### src/rtl/hazard_ctrl.sv
// hazard_ctrl: pipeline stall/flush/redirect controller with multi-cycle sequencing,
// wrong-path fetch dropping and stall/flush performance counters.
module hazard_ctrl #(
  parameter int CNT_W  = 32,
  parameter int REG_AW = 5
) (
  input  logic              clk,
  input  logic              rst,
  input  logic [REG_AW-1:0] id_rs1,
  input  logic [REG_AW-1:0] id_rs2,
  input  logic              id_rs1_used,
  input  logic              id_rs2_used,
  input  logic [REG_AW-1:0] ex_rd,
  input  logic              ex_mem_read,
  input  logic              ex_branch_taken,
  input  logic [31:0]       ex_branch_target,
  input  logic              ex_mc_start,
  input  logic              ex_mc_done,
  input  logic              mem_req,
  input  logic              dmem_ready,
  input  logic              imem_ready,
  output logic              pc_stall,
  output logic              pc_redirect,
  output logic [31:0]       redirect_pc,
  output logic              if_id_hazard,
  output logic              if_id_flush,
  output logic              id_ex_stall,
  output logic              id_ex_flush,
  output logic              ex_mem_stall,
  output logic              ex_mem_flush,
  output logic              mem_wb_flush,
  output logic [CNT_W-1:0]  stall_cycles,
  output logic [CNT_W-1:0]  flush_count
);
  typedef enum logic {RUN, MC} state_t;
  state_t state_q, state_d;
  logic drop_q, drop_d;
  logic [CNT_W-1:0] stall_q, flush_q;
  logic dmem_wait, load_use, mc_hold;
  assign dmem_wait = mem_req & ~dmem_ready;
  assign load_use  = ex_mem_read & (ex_rd != '0) &
                     ((id_rs1_used & (id_rs1 == ex_rd)) | (id_rs2_used & (id_rs2 == ex_rd)));
  assign mc_hold   = (state_q == RUN) ? ex_mc_start : ~ex_mc_done;
  assign stall_cycles = stall_q;
  assign flush_count  = flush_q;
  // Outputs are gated by rst so every control reads 0 while reset is asserted.
  always_comb begin
    pc_stall     = 1'b0;
    pc_redirect  = 1'b0;
    redirect_pc  = '0;
    if_id_hazard = 1'b0;
    if_id_flush  = 1'b0;
    id_ex_stall  = 1'b0;
    id_ex_flush  = 1'b0;
    ex_mem_stall = 1'b0;
    ex_mem_flush = 1'b0;
    mem_wb_flush = 1'b0;
    state_d      = state_q;
    drop_d       = drop_q;
    if (rst) begin
      state_d = RUN;
    end else if (dmem_wait) begin
      pc_stall     = 1'b1;
      if_id_hazard = 1'b1;
      id_ex_stall  = 1'b1;
      ex_mem_stall = 1'b1;
      mem_wb_flush = 1'b1;
    end else if (mc_hold) begin
      pc_stall     = 1'b1;
      if_id_hazard = 1'b1;
      id_ex_stall  = 1'b1;
      ex_mem_flush = 1'b1;
      state_d      = MC;
    end else begin
      state_d = RUN;
      if (ex_branch_taken) begin
        pc_redirect = 1'b1;
        redirect_pc = ex_branch_target;
        if_id_flush = 1'b1;
        id_ex_flush = 1'b1;
        drop_d      = ~imem_ready;
      end else if (load_use) begin
        pc_stall     = 1'b1;
        if_id_hazard = 1'b1;
        id_ex_flush  = 1'b1;
      end else if (!imem_ready) begin
        pc_stall    = 1'b1;
        if_id_flush = 1'b1;
      end else if (drop_q) begin
        if_id_flush = 1'b1;
        drop_d      = 1'b0;
      end
    end
  end
  always_ff @(posedge clk or posedge rst) begin
    if (rst) begin
      state_q <= RUN;
      drop_q  <= 1'b0;
      stall_q <= '0;
      flush_q <= '0;
    end else begin
      state_q <= state_d;
      drop_q  <= drop_d;
      stall_q <= stall_q + CNT_W'(pc_stall & ~pc_redirect);
      flush_q <= flush_q + CNT_W'(pc_redirect);
    end
  end
endmodule
### config.mk
export PLATFORM = sky130hd
export DESIGN_NAME = hazard_ctrl
export DESIGN_NICKNAME = d
export VERILOG_FILES = /design/src/rtl/hazard_ctrl.sv
export SDC_FILE = /design/constraint.sdc
export NUM_CORES = 1
export LEC_CHECK = 0
export BUFFER_PORTS_ARGS = -buffer_cell sky130_fd_sc_hd__buf_2
export CELL_PAD_IN_SITES_DETAIL_PLACEMENT = 1
export CELL_PAD_IN_SITES_GLOBAL_PLACEMENT = 1
export CORE_ASPECT_RATIO = 0.5
export CORE_MARGIN = 2
export CORE_UTILIZATION = 37
export DETAILED_ROUTE_END_ITERATION = 8
export GPL_TIMING_DRIVEN = 0
export PLACE_DENSITY = 0.95
export SKIP_LAST_GASP = 1
export SYNTH_ARGS = -nofsm -noshare
export SYNTH_HDL_FRONTEND = slang
export SYNTH_SLANG_ARGS = --single-unit
### constraint.sdc
create_clock -name clk -period 6.61 [get_ports clk]
set_clock_uncertainty 0.1 [all_clocks]
set_input_delay 0.9915 -clock clk [delete_from_list [all_inputs] [get_ports clk]]
set_output_delay 0.9915 -clock clk [all_outputs]
set_load 0.05 [all_outputs]
==> flow_metrics.tcl <==
set metrics [dict create \
    synth_area_leader_cell "dfrtp_1" \
    root_buffer "clkbuf_16" \
    synth_top_area_share_pct 49.5 \
    post_cts_resized 0 \
    cap_violations 0 \
    worst_skew_pair.late_latency_ns 0.33 \
    setup_ws_ns 2.73 \
    fin_tns_setup_ns 0 \
    min-delay-start "flush_count[31]$_DFF_PP0_" \
    crit_fanout 10 \
    drt_iter0_markers 165 \
    yosysWarnings 0 \
    vias 3170 \
    start_util_pct 38.2 \
    synth_common_cells "66 x dfrtp_1, 54 x xnor2_1, 41 x and3_1" \
    ys_async_sr_fraction_pct 100 \
    ctsHoldBuffers 0 \
    fin_crit_sh_pct 58.7 \
    ir_drop_mv 0.149 \
    n_antenna_cell 0 \
    io_pins 163 \
    p_comb_share_pct 22.3 \
    synth_edf_count 0 \
    synth_flop_cell "dfrtp_1" \
    die_x_um 138 \
    rows 24 \
    slew-limit-headroom_pct 43.7 \
    dpl.hpwl_um 7940 \
    synth-seq-cells 66 \
    post-place-cells 596 \
    dieHeight_um 71.2 \
    overflow 0 \
    pre_cts_slack_ns 2.50 \
    postSynthAreaPerCell_sq_um 10.5 \
    slowest_delay_ns 0.54 \
    cts.sinks 66 \
    p_per_area_nw_per_um2 279 \
    hold_viol 0 \
    grt_pass1_vias 3586 \
    drt_pass1_iterations 4 \
    cts_tree "done" \
    p_leak_uw 0.00265 \
    intPower_uw 847 \
    finalNonFillerCells 612 \
    port_buffers 161 \
    seq_area_frac_synth_pct 49.5 \
    crit_chain "buf_2, or2_2, a211oi_2, clkbuf_1, a21boi_0, buf_2" \
    ant_nets 0 \
    routed_wl_um 11500 \
    synth_area_leaders "dfrtp_1 49%, xnor2_1 14%, and3_1 7.7%, xor2_1 4.2%, nand3_1 3.9%" \
    cp_common_cell "buf_2" \
    setup.worst_path.start "ex_mc_start" \
    startpoint_type "input pin" \
    switching_share_pct 34.1 \
    slew_viol_final 0 \
    areaGrowthSynthToFinish_pct 38.2 \
    cpLargestDelayFamily "buffers and inverters" \
    drive_above_1_share_pct 38.4 \
    syn_area_sq_um 3340 \
    grt_usage_pct 24.2 \
    setup_viol_count_final 0 \
    dieArea_sq_um 9840 \
    antenna_found_initial 0 \
    clk_pin_slew_ns 0.05 \
    reg2reg_to "flush_count[26]$_DFF_PP0_" \
    viasPerCell 5.18 \
    seqPwrFrac_pct 37.4 \
    hold_path_depth 1 \
    grt_start_max_net_pins 69 \
    wire_per_inst_um 18.8 \
    worstSetupPathType "in -> out" \
    place.gp.congestion 0.822 \
    final_area_sq_um 4610 \
    finalCriticalPeriod_ns 3.88 \
    cp_data_required_time_ns 5.52 \
    post_cts_buffers 0 \
    grt_pass1_wl_um 18900 \
    ys_types 34 \
    setup.worst_path.end_class "primary output" \
    synth_cells 318 \
    status "completed" \
    synth.most_common_cell "dfrtp_1" \
    clock_path_buffers 2 \
    fmax_mhz 258 \
    hold_end "flush_count[31]$_DFF_PP0_" \
    reg2reg_depth 10 \
    r2r_start "state_q$_DFFE_PP0N_" \
    tightest_slew_ns 0.844 \
    post-route-drc-count 0 \
    p_switching_uw 438 \
    p_clk_share_pct 40.2 \
    final_core_util_pct 52.8 \
    synth_nets 380 \
    place_area_sq_um 4290 \
    path_buf_inv 3 \
    crit_slowest_cell "a211oi_2" \
    nets 552 \
    core_area_sq_um 8740 \
    hold_path.class "reg -> reg" \
    arrival_ns 2.79 \
    htreeDepth 3 \
    grt_setup_unrepaired "no" \
    cts_made_buffers 9 \
    rrSetupSlack_ns 3.25 \
]
==> layer usage <==
layer / up-vias / global-route usage [%] / share of wire [%]
li1: 1435 / - / -
met1: 1561 / 26.9 / 39
met2: 127 / 44.7 / 52
met3: 47 / 4.60 / 4.1
met4: 0 / 13.6 / 4.6
met5: - / 0 / 0
==> worst register-to-register path: stages, from the launching register on <==
cell,delay [ns]
dfrtp_1,0.39
or2_2,0.30
a211oi_2,0.54
and2_1,0.28
ha_1,0.22
ha_1,0.21
nand3_1,0.20
nor4_2,0.44
and4_1,0.34
nand2_1,0.09
xnor2_1,0.14
==> through the flow <==
stage               power [uW]  hold WS [ns]
floorplan                  677         0.364
global placement           757         0.366
detailed placement         766         0.370
CTS                       1290         0.380
global route              1330         0.397
finish                    1290         0.370
==> cell families (layout without fill, tap and decap cells) <==
family,count (synthesis),after routing,synth area share (%)
DFF,66,66,49.5
AOI/OAI and AO/OA,9,9,2.17
buffers and inverters,17,194,2.02
xor gates and xnor gates,70,70,18.4
adders and majority gates,4,4,1.50
and+or+nand+nor,152,152,26.5
==> registers in the layout, summed over array words and instances, names as in the netlist <==
register / cells
drop_q: 1
state_q: 1
flush_count: 32
stall_cycles: 32
==> worst max-delay path by stage <==
stage	to	slack [ns]	depth (start not counted)
5_1_grt	id_ex_flush	2.54	6
6_report	id_ex_flush	2.73	6
2_1_floorplan	pc_stall	2.15	3
4_1_cts	id_ex_flush	2.70	6
3_3_place_gp	stall_cycles[30]$_DFF_PP0_	1.24	11
3_5_place_dp	flush_count[26]$_DFF_PP0_	2.50	11
==> layout make-up <==
| cell class | instances | area, sq um |
|---|---|---|
| fillers | 1023 | 4130 |
| flip-flops and latches | 66 | 1650 |
| multi-input cells | 235 | 1620 |
| repair buffers | 161 | 806 |
| clock buffers | 11 | 243 |
| well taps | 117 | 146 |
| clock inverters | 5 | 77.6 |
| inverters | 9 | 36.3 |
| plain buffers | 8 | 33.8 |
==> power by group through the flow <==
stage	Clock (uW)	Combinational (uW)	Sequential, uW
finish	517	287	481
global placement	0	277	480
global route	542	303	485
CTS	525	290	480
floorplan	0	91.8	585
detailed placement	0	284	483
==> cells in the final DEF (no fill, tap or decap), types with 3 or more instances in the layout <==
cell type  netlist  layout
and2_1           5       5
or2_2            3       3
clkbuf_16        0       9
buf_2            0     161
nand2_1         29      29
nor2_1          17      17
inv_1            9       8
clkbuf_1         7       8
and3_1          41      41
xnor2_1         54      54
nand3_1         26      26
and4_1           4       4
nor3_1           3       3
nand4_1          9       9
ha_1             4       4
dfrtp_1         66      66
xor2_1          16      16
No activity file was read; power rests on OpenSTA's default activity.
